<file path="config.mk">
export PLATFORM = sky130hd
export DESIGN_NAME = uart_tx_buf_flat
export DESIGN_NICKNAME = d
export VERILOG_FILES = /design/src/rtl/uart_tx_buf_pkg.sv /design/src/rtl/uart_tx_buf_if.sv /design/src/rtl/uart_tx_buf_fifo.sv /design/src/rtl/uart_tx_buf.sv /design/src/flat_wrapper.sv
export SDC_FILE = /design/constraint.sdc
export NUM_CORES = 1
export LEC_CHECK = 0
export CORE_ASPECT_RATIO = 1.1
export CORE_MARGIN = 4
export CORE_UTILIZATION = 35
export DETAILED_ROUTE_END_ITERATION = 6
export HOLD_SLACK_MARGIN = 0.15
export MAX_ROUTING_LAYER = met4
export PLACE_DENSITY_LB_ADDON = 0.1
export REMOVE_ABC_BUFFERS = 1
export SYNTH_ARGS = -nofsm -noshare
export SYNTH_HDL_FRONTEND = slang
export SYNTH_HIERARCHICAL = 1
export SYNTH_SLANG_ARGS = --single-unit
</file>
<file path="constraint.sdc">
create_clock -name clk -period 3.2 [get_ports clk]
set_input_delay 0.32 -clock clk [delete_from_list [all_inputs] [get_ports clk]]
set_output_delay 0.32 -clock clk [all_outputs]
set_load 0.01 [all_outputs]
</file>
<file path="src/rtl/uart_tx_buf_pkg.sv">
// uart_tx_buf_pkg: shared UART state encodings, data width and baud divider helper
package uart_tx_buf_pkg;
  localparam int UART_DATA_W = 8;
  typedef enum logic [2:0] {ST_IDLE, ST_START, ST_DATA, ST_PARITY, ST_STOP} state_t;
  function automatic int uart_div(input int freq, input int rate);
    return freq / rate;
  endfunction
endpackage

</file>
<file path="src/rtl/uart_tx_buf_if.sv">
// uart_tx_buf_if: byte-wide valid/ready handshake into the UART transmitter
import uart_tx_buf_pkg::*;
interface uart_tx_buf_if;
  logic [UART_DATA_W-1:0] i_data;
  logic i_vld;
  logic o_rdy;
  modport master(output i_data, i_vld, input o_rdy);
  modport slave(input i_data, i_vld, output o_rdy);
endinterface

</file>
<file path="src/rtl/uart_tx_buf_fifo.sv">
// uart_tx_fifo: synchronous FIFO, extra pointer bit distinguishes full from empty
module uart_tx_fifo #(
  parameter int WIDTH = 8,
  parameter int DEPTH = 4
) (
  input  logic             clk,
  input  logic             rst,
  input  logic             push,
  input  logic             pop,
  input  logic [WIDTH-1:0] din,
  output logic [WIDTH-1:0] dout,
  output logic             full,
  output logic             empty
);
  localparam int AW = $clog2(DEPTH);
  logic [WIDTH-1:0] mem [DEPTH];
  logic [AW:0] wp, rp;
  logic wr, rd;
  assign full = (wp ^ rp) == {1'b1, {AW{1'b0}}};
  assign empty = wp == rp;
  assign dout = mem[rp[AW-1:0]];
  assign wr = push & (!full | pop);
  assign rd = pop & !empty;
  always_ff @(posedge clk) begin
    if (rst) begin
      wp <= '0;
      rp <= '0;
    end else begin
      if (wr) wp <= wp + 1'b1;
      if (rd) rp <= rp + 1'b1;
    end
  end
  always_ff @(posedge clk) if (wr) mem[wp[AW-1:0]] <= din;
endmodule

</file>
<file path="src/rtl/uart_tx_buf.sv">
// uart_tx_buf: FIFO-buffered 8N1 UART transmitter, 8E1 when UART_TX_PARITY_EN is defined
module uart_tx_buf
  import uart_tx_buf_pkg::*;
#(
  parameter int FREQ  = 50_000_000,
  parameter int RATE  = 2_000_000,
  parameter int DEPTH = 4
) (
  input  logic clk,
  input  logic rst,
  uart_tx_buf_if.slave bus,
  output logic o_tx,
  output logic o_busy
);
  localparam int DIV = uart_div(FREQ, RATE);
  localparam int CW = $clog2(DIV);
`ifdef UART_TX_PARITY_EN
  localparam state_t AFTER_DATA = ST_PARITY;
`else
  localparam state_t AFTER_DATA = ST_STOP;
`endif
  state_t state, nxt;
  logic [CW-1:0] cnt;
  logic [2:0] idx;
  logic [UART_DATA_W-1:0] sh, dout;
  logic full, empty, up, pop, push, last, tx_d, busy_q;
  assign last = cnt == CW'(DIV - 1);
  assign push = bus.i_vld & bus.o_rdy;
  assign bus.o_rdy = up & !full;
  assign pop = !empty & (state == ST_IDLE | (state == ST_STOP & last));
  assign o_busy = busy_q | !empty;
  uart_tx_fifo #(.WIDTH(UART_DATA_W), .DEPTH(DEPTH)) u_fifo (
    .clk(clk), .rst(rst), .push(push), .pop(pop), .din(bus.i_data),
    .dout(dout), .full(full), .empty(empty)
  );
  always_ff @(posedge clk) state <= rst ? ST_IDLE : nxt;
  always_comb begin
    nxt = state;
    case (state)
      ST_IDLE:   nxt = empty ? ST_IDLE : ST_START;
      ST_START:  nxt = last ? ST_DATA : ST_START;
      ST_DATA:   nxt = (last && idx == 3'd7) ? AFTER_DATA : ST_DATA;
`ifdef UART_TX_PARITY_EN
      ST_PARITY: nxt = last ? ST_STOP : ST_PARITY;
`endif
      ST_STOP:   nxt = !last ? ST_STOP : empty ? ST_IDLE : ST_START;
      default:   nxt = ST_IDLE;
    endcase
  end
  // o_tx is registered from the current state, so the line trails the FSM by one cycle
  always_comb begin
`ifdef UART_TX_PARITY_EN
    tx_d = state == ST_START ? 1'b0 : state == ST_DATA ? sh[idx] : state == ST_PARITY ? ^sh : 1'b1;
`else
    tx_d = state == ST_START ? 1'b0 : state == ST_DATA ? sh[idx] : 1'b1;
`endif
  end
  always_ff @(posedge clk) begin
    if (rst) begin
      o_tx <= 1'b1;
      busy_q <= 1'b0;
      up <= 1'b0;
      cnt <= '0;
      idx <= '0;
      sh <= '0;
    end else begin
      o_tx <= tx_d;
      busy_q <= state != ST_IDLE || nxt != ST_IDLE;
      up <= 1'b1;
      cnt <= (last || state == ST_IDLE) ? '0 : cnt + 1'b1;
      if (state == ST_DATA && last) idx <= idx + 3'd1;
      if (pop) sh <= dout;
    end
  end
endmodule

</file>
<file path="src/flat_wrapper.sv">
// flat-port wrapper written by rule: the top's interface ports become plain ports
module uart_tx_buf_flat import uart_tx_buf_pkg::*;
#(
  parameter int FREQ  = 50_000_000,
  parameter int RATE  = 2_000_000,
  parameter int DEPTH = 4
)
  (clk, rst, o_tx, o_busy, bus_i_data, bus_i_vld, bus_o_rdy);
  uart_tx_buf_if bus_i ();
  input  logic clk;
  input  logic rst;
  output logic o_tx;
  output logic o_busy;
  input wire logic [$bits(bus_i.i_data)-1:0] bus_i_data;
  input wire logic [$bits(bus_i.i_vld)-1:0] bus_i_vld;
  output wire logic [$bits(bus_i.o_rdy)-1:0] bus_o_rdy;
  assign bus_i.i_data = bus_i_data;
  assign bus_i.i_vld = bus_i_vld;
  assign bus_o_rdy = bus_i.o_rdy;
  uart_tx_buf #(.FREQ(FREQ), .RATE(RATE), .DEPTH(DEPTH)) u_core (.clk(clk), .rst(rst), .bus(bus_i), .o_tx(o_tx), .o_busy(o_busy));
endmodule
</file>
Word level (Yosys, flattened, before mapping):

Memories as Yosys holds them, arrays and structs flattened. A register that Yosys moved wholly into a read port is not among the register bits.
Cells that the tools add are included.

* bits in registers: 20
* memory bits (writable): 32
* logic and storage cells: 53
* memories: 1

Memory list
* u_core.u_fifo.mem: depth 4, bits a word 8, rd ports 1, clocked after memory_dff 1, wr ports 1, RTL line uart_tx_buf_fifo.sv:16 `logic [WIDTH-1:0] mem [DEPTH];`

* $add $sub $neg: 4
* magnitude comparators: 1
* equal/unequal tests: 7
* multiplexer cells: 12
* bitwise operators: 10
* reductions and logical operators: 10

Operators by type and width (count)
* $pmux W3 S4: 1
* $add A3 B1 Y3 const B: 3
* $eq A3 B3 Y1 const B: 3
* $mux W1: 7
* $and A1 B1 Y1: 6
* $mux W3: 2
* $reduce_bool A3 Y1: 2
* $add A5 B1 Y5 const B: 1
* $eq A5 B5 Y1 const B: 1
* $lt A3 B4 Y1 const B: 1
* $bmux W1 S3: 1
* $eq A3 B1 Y1 const B: 1
* $eq A3 B2 Y1 const B: 1
* $eq A3 B3 Y1: 1
* $logic_not A3 Y1: 1
* $or A1 B1 Y1: 3
* $xor A3 B3 Y3: 1
* $logic_and A1 B1 Y1: 2
* $logic_not A1 Y1: 2
* $logic_or A1 B1 Y1: 2
* $mux W2: 1
* $reduce_or A2 Y1: 1

Longest topological paths before layout:

Gate-level depths: netlist (run 1).

* depth in word-level cells: 8
* mapped depth: 8

Cells and area by module:

The synthesis (run 1) kept the hierarchy.

By module, submodules not included
* uart_tx_fifo: instances 1, cells an instance 97, area an instance 1699.1 µm², seq. area each 1121.1 µm²
* uart_tx_buf: instances 1, cells an instance 110, area an instance 1069.8 µm², seq. area each 440.4 µm²

Worst setup path after synthesis (run 1):

Ideal clock, no wire load.

* path kind: register to register
* start: register u_core.cnt[0]
* end: memory u_core.u_fifo.mem[2][0] (enable)
* library setup time: 0.332 ns
* arrival: 1.915 ns
* data required time: 2.868 ns
* slack: 0.953 ns
* cell stages (with the launch flop): 9
* period minus slack after synthesis: 2.247 ns
* path through: dfxtp_1 > inv_1 > ha_1 > nand4b_4 > a2111oi_4 > buf_6 > inv_1 > a41oi_2 > and2_1

* cells in the longest elaborated chain, start to end: 8

Ends and longest elaborated chain
* start, declared: RTL line uart_tx_buf.sv:23 `logic [CW-1:0] cnt;`
* start signal, assigned: RTL line uart_tx_buf.sv:70 `cnt <= (last || state == ST_IDLE) ? '0 : cnt + 1'b1;`
* $eq A5 B5 Y1: RTL line uart_tx_buf.sv:27 `assign last = cnt == CW'(DIV - 1);`
* $and A1 B1 Y1: RTL line uart_tx_buf.sv:30 `assign pop = !empty & (state == ST_IDLE | (state == ST_STOP & last));`
* $or A1 B1 Y1: RTL line uart_tx_buf.sv:30
* $and A1 B1 Y1: RTL line uart_tx_buf.sv:30
* named net u_core.pop: RTL line uart_tx_buf.sv:26 `logic full, empty, up, pop, push, last, tx_d, busy_q;`
* $or A1 B1 Y1: RTL line uart_tx_buf_fifo.sv:22 `assign wr = push & (!full | pop);`
* $and A1 B1 Y1: RTL line uart_tx_buf_fifo.sv:22
* $mux W1: RTL line uart_tx_buf_fifo.sv:33 `always_ff @(posedge clk) if (wr) mem[wp[AW-1:0]] <= din;`
* $mux W1 (not written as such): RTL line uart_tx_buf_fifo.sv:33
* end, declared: RTL line uart_tx_buf_fifo.sv:16

The timed path passes the listed nets, and every way through them passes these cells.

Worst setup path in the final report (run 1):

* start: register u_core.u_fifo.rp[2]
* end: memory u_core.u_fifo.mem[0][3] (enable)

* elaborated cells on any way between the ends: 12
* those cells by class: 2 x eq/ne; 2 x mux; 6 x bitwise; 2 x reduce/logical

RTL lines
* start, declared: RTL line uart_tx_buf_fifo.sv:17 `logic [AW:0] wp, rp;`
* start signal, assigned: RTL line uart_tx_buf_fifo.sv:30 `if (rd) rp <= rp + 1'b1;`
* $eq A3 B3 Y1: RTL line uart_tx_buf_fifo.sv:20 `assign empty = wp == rp;`
* named net u_core.empty: RTL line uart_tx_buf.sv:26
* $logic_not A1 Y1: RTL line uart_tx_buf.sv:30
* $and A1 B1 Y1: RTL line uart_tx_buf.sv:30
* $or A1 B1 Y1: RTL line uart_tx_buf_fifo.sv:22
* $and A1 B1 Y1: RTL line uart_tx_buf_fifo.sv:22
* $mux W1: RTL line uart_tx_buf_fifo.sv:33
* $mux W1 (not written as such): RTL line uart_tx_buf_fifo.sv:33

The timed path passes the listed nets, and every way through them passes these cells.

==> flow_summary.json, run 1 <==
{
  "status": "complete, no violations",
  "wl_mm": 4.85,
  "drt_iter0_markers": 67,
  "leakagePower_uw": 0.00109,
  "synth_cell_type_count": 45,
  "initial_utilization_pct": 36.4,
  "final_nets": 244,
  "vias": 1571,
  "power_density_nw_per_um2": 636,
  "crit_fanout": 8,
  "synth_ff_type": "edfxtp_1",
  "dpl_worst_slack_ns": 0.721,
  "total_power_uw": 2050,
  "ys_seq_area_share_pct": 56.4,
  "rsz0062_at_grt": "false",
  "port_buffers": 13,
  "nFillCells": 730,
  "drive_gt1_share_pct": 17.9,
  "fin_crit_ns": 2.47,
  "worst_pin_slew_ns": 0.539,
  "multiInputGateArea_um2": 1110,
  "synth_edf_count": 32,
  "cts_hold_buffers": 0,
  "criticalPathCategory": "reg2reg",
  "peakVddDrop_mv": 0.322,
  "fin_cells": 334,
  "arrival_ns": 2.44,
  "cts_max_level": 3,
  "slew_headroom_pct": 64.0,
  "syn_area_um2": 2770,
  "die_x_um": 92.8,
  "root_buffer": "clkbuf_8",
  "register_area_um2": 1560,
  "yosys_warnings": 6,
  "setup_tns_ns": 0,
  "dp.cells": 318,
  "required_ns": 3.17,
  "fmax_mhz": 405,
  "maxCapViolCount": 0,
  "slew_violations": 0,
  "numCtsBuffers": 9,
  "synth_xor_area_share_pct": 3.03,
  "drc": 0,
  "cts_setup_buffers": 0,
  "synth_mux_area_share_pct": 13.5,
  "cts_num_sinks": 62,
  "synth-simple-area-share_pct": 13.1,
  "fin_skew_ns": 0.0102,
  "dr.pass1.iters": 4,
  "cts_tree": "done",
  "synth-adder-area-share_pct": 4.07,
  "cp-start-kind": "flop",
  "synth.area.top_cells": "edfxtp_1, dfxtp_1, mux4_2",
  "dp_hpwl_mm": 3.47,
  "synth_largest_area_cell": "edfxtp_1",
  "cp-end-kind": "flop",
  "rows": 33,
  "die_y_um": 101,
  "synth_cells": 207,
  "core_um2": 7600,
  "ys_ff_latch": 62,
  "finalHoldViolations": 0,
  "routed_via_density": 4.70,
  "final.period_utilization_pct": 77.1,
  "grt_pass1_wl_mm": 8.22,
  "grt_max_degree": 25,
  "synthArstFlopShare_pct": 0,
  "die-area_um2": 9400,
  "clkTransAtPathRegs_ns": 0.08,
  "setup_viol": 0,
  "synth-compound-area-share_pct": 6.46,
  "grt_pass1_vias": 1632,
  "pin_count": 14,
  "synth_top_area_share_pct": 34.7,
  "insertion_delay_ns": 0.33,
  "antenna_found_initial": 0,
  "cts_resized": 0,
  "overflow": 0,
  "synth_top_family_by_area": "multiplexers",
  "synth_area_per_cell_um2": 13.4,
  "ant_nets": 0,
  "diodes": 0,
  "cts_max_path_buffers": 2,
  "area_delta_synth_final_pct": 16.4,
  "hp-class": "reg2reg",
  "wl_per_cell_um": 14.5,
  "gp_congestion": 0.734,
  "grt_usage_pct": 12.0,
  "finalWorstSetupSlack_ns": 0.732
}
-- final timing paths --
kind                                     from                                end  slack, ns  cells past startpoint
max          u_core/u_fifo/rp[2]$_SDFFE_PP0P_  u_core/u_fifo/mem[0][3]$_DFFE_PP_       0.73                      6
min                 u_core/sh[0]$_SDFFE_PP0P_          u_core/sh[0]$_SDFFE_PP0P_       0.46                      2
max reg2reg  u_core/u_fifo/rp[2]$_SDFFE_PP0P_  u_core/u_fifo/mem[0][3]$_DFFE_PP_       0.73                      6
min reg2reg         u_core/sh[0]$_SDFFE_PP0P_          u_core/sh[0]$_SDFFE_PP0P_       0.46                      2
-- per-layer routing --
| layer | vias to the layer above | routed length, µm | GRT usage [%] |
|---|---|---|---|
| li1 | 794 | - | - |
| met1 | 751 | 2150 | 13.9 |
| met2 | 21 | 2520 | 19.3 |
| met3 | 5 | 117 | 3.64 |
| met4 | 0 | 59 | 5.75 |
| met5 | - | 0 | - |
-- synth_stat cells (all sizes together), types with 3 or more instances --
master and n:
a211o 3, a211oi 3, a21oi 4, a41oi 3, and2 4, buf 6, clkbuf 4, dfxtp 30
edfxtp 32, ha 9, inv 9, mux2 6, mux2i 10, mux4 9, nand2 18, nand2b 6
nand3 5, nand4 3, nor2 12, nor2b 5, o31ai 3, xnor2 4, xor2 3
-- state kept, by name (all words and copies together) (netlist names), named ones only --
register,cells
u_core/busy_q,1
u_core/cnt,5
u_core/idx,3
u_core/o_tx,1
u_core/sh,8
u_core/state,3
u_core/u_fifo/mem,32
u_core/u_fifo/rp,3
u_core/u_fifo/wp,3
u_core/up,1
-- where the power goes --
group          total (µW)  switching [µW]  internal, µW
combinational         327             154           173
sequential            953            56.0           898
clock                 770             323           448
total                2050             532          1520
-- cell type report --
class                           count  share of cell area (%)
Timing Repair Buffer               16                    4.74
Clock inverter                      7                    3.18
Tap cell                          105                    4.08
Clock buffer                        9                    3.84
Multi-Input combinational cell    125                    34.5
Sequential cell                    62                    48.4
Inverter                           10                    1.16
-- worst max-delay path: stages, from the launching register on --
cell and delay (ns):
dfxtp_1 0.45, xor2_2 0.25, nor2_1 0.15, a2111oi_4 0.36, inv_1 0.15, a41oi_2 0.28
and2_1 0.47
-- layout by cell type (no fill, tap or decap), types with 6 or more instances in the layout --
cell type / synthesis / final
edfxtp_1: 32 / 32
dfxtp_1: 30 / 30
nand2_1: 18 / 18
clkdlybuf4s50_1: 0 / 13
nor2_1: 12 / 12
mux2i_1: 10 / 10
clkbuf_8: 0 / 9
inv_1: 9 / 9
mux4_2: 9 / 9
ha_1: 9 / 9
nand2b_1: 6 / 6
-- stage by stage --
| stage | hold WS (ns) | util, % | cell area [µm²] |
|---|---|---|---|
| 6_report | 0.459 | 42.4 | 3220 |
| 5_1_grt | 0.481 | 42.4 | 3220 |
| 4_1_cts | 0.464 | 42.4 | 3220 |
| 3_5_place_dp | 0.446 | 39.4 | 3000 |
| 3_3_place_gp | 0.444 | 39.4 | 3000 |
| 2_1_floorplan | 0.389 | - | 2710 |
-- kinds of logic after synthesis --
kind of cell	after synthesis
adders and majority gates	9
muxes	25
buffers and inverters	20
DFF	62
xor gates and xnor gates	7
and+or+nand+nor	65
AOI/OAI and AO/OA	19
Power figures use the tool's default switching activity.
==> run 2, diff against run 1 <==
- clock period: 3.2 -> 2.09 ns (I/O delays scaled with it)
==> run 2 against run 1 <==
Effect of this change:
- fmax increased by 24%
- power increased by 49%
- die area unchanged
- routed wire length increased by 6.6%
- core utilization increased by 3.1 points
- global-route usage increased by 0.69 points
- worst hold slack got worse by 0.00050 ns
- worst setup slack got worse by 0.63 ns
- via count increased by 8.6%
- first-iteration DRC count decreased by 3.0%
- register-to-register slack got worse by 0.63 ns
- critical path depth increased by 1
- largest power group unchanged
==> flow_summary.json, run 2 (same netlist as run 1, synthesis figures left out) <==
{
  "status": "complete, no violations",
  "cts_max_path_buffers": 2,
  "min_from": "u_core/sh[3]$_SDFFE_PP0P_",
  "routed_via_density": 4.78,
  "power_density_nw_per_um2": 884,
  "pin_count": 14,
  "cts_max_level": 3,
  "final_cell_mix": "edfxtp_1, dfxtp_1, buf_4",
  "final.period_utilization_pct": 95.2,
  "slew_violations": 0,
  "total_power_uw": 3060,
  "clkTransAtPathRegs_ns": 0.07,
  "rows": 33,
  "grt_pass1_vias": 1758,
  "antenna_found_initial": 0,
  "die-area_um2": 9400,
  "final_nets": 267,
  "arrival_ns": 2.20,
  "die_x_um": 92.8,
  "cts_tree": "done",
  "multiInputGateArea_um2": 1170,
  "grt_max_degree": 24,
  "vias": 1706,
  "worstHoldEndpoint": "u_core/sh[3]$_SDFFE_PP0P_",
  "ant_nets": 0,
  "peakVddDrop_mv": 0.365,
  "register_area_um2": 1560,
  "finalHoldViolations": 0,
  "final_util_pct": 45.5,
  "rsz0062_at_grt": "true",
  "gp_congestion": 0.788,
  "cp-start-kind": "flop",
  "initial_utilization_pct": 36.4,
  "port_buffers": 13,
  "root_buffer": "clkbuf_8",
  "overflow": 0,
  "area_delta_synth_final_pct": 24.8,
  "required_ns": 2.30,
  "power_frac_clock_pct": 31.1,
  "hp-class": "reg2reg",
  "largest_reg_flops": 32,
  "nFillCells": 713,
  "core_um2": 7600,
  "worstReg2RegStart": "u_core/u_fifo/wp[2]$_SDFFE_PP0P_",
  "drive_gt1_share_pct": 28.6,
  "rr_worst_depth": 7,
  "die_y_um": 101,
  "cts_num_sinks": 62,
  "dp_hpwl_mm": 3.84,
  "criticalPathCategory": "reg2reg",
  "grt_usage_pct": 12.7,
  "drc": 0,
  "cp-end-kind": "flop",
  "drt_iter0_markers": 65,
  "leakagePower_uw": 0.00121,
  "slew_headroom_pct": 63.2,
  "grt_pass1_wl_mm": 8.72,
  "r2r_slack_ns": 0.10,
  "fmax_mhz": 503,
  "pwr-share-seq_pct": 47.2,
  "worstHoldPathCells": 2,
  "p_switching_uw": 878,
  "fin_cells": 357,
  "switching_share_pct": 28.7,
  "insertion_delay_ns": 0.34,
  "fin_crit_ns": 1.99,
  "power.internal_uw": 2180,
  "power_frac_comb_pct": 21.7,
  "numCtsBuffers": 9,
  "dp.cells": 339,
  "crit_fanout": 3,
  "diodes": 0,
  "final_common_cell": "edfxtp_1",
  "wl_mm": 5.17,
  "setup_viol": 0,
  "dr.pass1.iters": 4,
  "fin_skew_ns": 0.0103,
  "fin_hold_ws_ns": 0.459,
  "worst_pin_slew_ns": 0.551,
  "setup_tns_ns": 0,
  "wl_per_cell_um": 14.5,
  "maxCapViolCount": 0
}
[run 2: changes by cell type in the layout (fill, tap and decap cells not counted), sizes merged]
| cell | delta |
|---|---|
| buf | +23 |
| bufinv | -2 |
| clkinvlp | +1 |
| inv | +1 |
[run 2: cell type report]
cell class	instances	area share, %
clock inverter	7	1.59
timing repair buffer	39	10.9
tap	105	3.80
sequential	62	45.2
inverter	10	1.09
clock buffer	9	3.58
multi-input combinational	125	33.9
[run 2: per-layer routing]
metal | vias to the layer above | track usage (%) | wire length (µm)
met2 | 25 | 19.9 | 2570
met1 | 835 | 15.1 | 2320
li1 | 837 | - | -
met4 | 0 | 5.30 | 93
met3 | 9 | 4.31 | 178
met5 | - | - | 0
[run 2: worst max-delay path by stage]
stage,startpoint,end
floorplan,u_core/cnt[0]$_SDFF_PP0_,u_core/u_fifo/mem[2][0]$_DFFE_PP_
global placement,u_core/cnt[0]$_SDFF_PP0_,u_core/u_fifo/mem[1][0]$_DFFE_PP_
detailed placement,u_core/cnt[0]$_SDFF_PP0_,u_core/u_fifo/mem[0][0]$_DFFE_PP_
CTS,u_core/u_fifo/rp[0]$_SDFFE_PP0P_,o_busy
global route,u_core/u_fifo/rp[0]$_SDFFE_PP0P_,o_busy
finish,u_core/u_fifo/wp[2]$_SDFFE_PP0P_,flop
[run 2: critical path, cell delays in order, from the launching register on]
cell and delay (ns):
dfxtp_1 0.37, xor2_2 0.24, nor2_4 0.08, a2111oi_4 0.36
inv_2 0.09, buf_4 0.17, a31oi_4 0.19, mux2_1 0.36
[run 2: power groups by stage]
stage	clock network [µW]	logic, µW	registers [µW]
floorplan	0	364	1470
global placement	0	605	1460
detailed placement	0	618	1470
CTS	991	650	1440
global route	1050	728	1460
finish	950	664	1440
[run 2: repair_timing]
| item | in CTS | in global routing |
|---|---|---|
| resized for setup | 7 | 5 |
| pin swaps | 1 | 3 |
| setup buffers | 1 | 1 |
| hold buffers | 0 | 0 |
| setup endpoints to repair | 27 | 38 |
| hold endpoints to repair | 0 | 0 |
| cloned | 0 | 0 |
[run 2: stage by stage]
step	setup slack, ns	cell area, µm²
after floorplan	-0.505	2710
after global placement	-0.00897	3200
after detailed placement	-0.0887	3200
after CTS	0.00698	3420
after global routing	-0.00550	3460
final	0.100	3460
==> run 3, diff against run 2 <==
- CORE_UTILIZATION: 35 -> 53
- SLEW_MARGIN: unset -> 15
==> run 3 against run 2 <==
Effect of this change:
- die area decreased by 31%
- flip-flop and latch count did not move
- clock skew about the same
- critical path type is now reg2out
==> flow_summary.json, run 3 (same netlist as run 1, synthesis figures left out) <==
{
  "status": "complete, no violations",
  "peakVddDrop_mv": 0.656,
  "numCtsBuffers": 9,
  "pin_count": 14,
  "area_delta_synth_final_pct": 21.9,
  "cts_max_path_buffers": 2,
  "cts_num_sinks": 62,
  "gp_congestion": 0.773,
  "drt_iter0_markers": 73,
  "clkTransAtPathRegs_ns": 0.07,
  "cp-start-kind": "flop",
  "die_x_um": 76.9,
  "fin_skew_ns": 0.0106,
  "wl_per_cell_um": 15.7,
  "dp.cells": 288,
  "final_common_cell": "edfxtp_1",
  "insertion_delay_ns": 0.34,
  "required_ns": 1.88,
  "fmax_mhz": 498,
  "drc": 0,
  "root_buffer": "clkbuf_8",
  "finalHoldViolations": 0,
  "ant_nets": 0,
  "dp_hpwl_mm": 3.42,
  "grt_max_degree": 25,
  "vias": 1685,
  "power_density_nw_per_um2": 967,
  "die_y_um": 83.8,
  "diodes": 0,
  "criticalPathCategory": "reg2out",
  "cp-end-kind": "output port",
  "die-area_um2": 6450,
  "drive_gt1_share_pct": 26.4,
  "leakagePower_uw": 0.00120,
  "slew_violations": 0,
  "setup_viol": 0,
  "maxCapViolCount": 0,
  "arrival_ns": 1.80,
  "core_um2": 5030,
  "routed_via_density": 5.54,
  "dr.pass1.iters": 4,
  "fin_crit_ns": 2.01,
  "final.period_utilization_pct": 96.0,
  "fin_cells": 304,
  "initial_utilization_pct": 55.0,
  "overflow": 0,
  "slew_headroom_pct": 65.1,
  "final_nets": 261,
  "grt_usage_pct": 17.4,
  "final_cell_mix": "edfxtp_1, dfxtp_1, nand2_1",
  "final_util_pct": 67.0,
  "port_buffers": 13,
  "hp-class": "reg2reg",
  "antenna_found_initial": 0,
  "grt_pass1_wl_mm": 8.35,
  "cts_tree": "done",
  "total_power_uw": 3260,
  "wl_mm": 4.77,
  "worst_pin_slew_ns": 0.522,
  "crit_fanout": 4,
  "setup_tns_ns": 0,
  "cts_max_level": 3,
  "largest_reg_flops": 32,
  "grt_pass1_vias": 1804,
  "rows": 27
}
-- run 3: layout make-up --
class / count / area [µm²]
Clock inverter: 7 / 104
Inverter: 10 / 37.5
Multi-Input combinational cell: 125 / 1150
Fill cell: 350 / 1660
Clock buffer: 9 / 124
Tap cell: 58 / 72.6
Timing Repair Buffer: 33 / 322
Sequential cell: 62 / 1560
-- run 3: worst paths after layout --
kind	from	to	slack, ns	depth (start not counted)
worst min register to register	u_core/sh[6]$_SDFFE_PP0P_	u_core/sh[6]$_SDFFE_PP0P_	0.47	2
worst max register to register	u_core/u_fifo/wp[2]$_SDFFE_PP0P_	u_core/u_fifo/mem[0][3]$_DFFE_PP_	0.08	7
worst max-delay path	u_core/u_fifo/wp[2]$_SDFFE_PP0P_	o_busy	0.08	5
worst min-delay path	u_core/sh[6]$_SDFFE_PP0P_	u_core/sh[6]$_SDFFE_PP0P_	0.47	2
-- run 3: power breakdown --
group	switching, µW	total [µW]	internal (µW)
combinational	279	625	345
sequential	79.9	1450	1370
clock	497	1180	687
total	857	3260	2410
-- run 3: through the flow --
step | instance area [µm²] | setup slack [ns] | hold slack [ns]
6_report | 3370 | 0.0830 | 0.466
5_1_grt | 3370 | -0.00539 | 0.489
4_1_cts | 3330 | 0.00488 | 0.465
3_5_place_dp | 3100 | 0.0225 | 0.453
3_3_place_gp | 3100 | 0.0789 | 0.441
2_1_floorplan | 2710 | -0.505 | 0.278
-- run 3: repair_timing --
action / in CTS / in global routing
gates cloned: 0 / 0
pin swaps: 0 / 2
setup endpoints to repair: 1 / 36
resized for setup: 1 / 10
hold buffers: 0 / 0
setup buffers: 0 / 0
-- run 3: worst max-delay path, stage by stage (launching register included) --
cell,delay [ns]
dfxtp_1,0.44
xor2_2,0.22
nor2_4,0.07
buf_4,0.14
nand2b_1,0.06
clkdlybuf4s50_1,0.52
-- run 3: per-layer routing --
metal	GRT usage, %	share of wire, %
met2	27.9	51
met4	7.74	1.8
met1	20.1	43
met5	-	0
met3	5.51	4.0
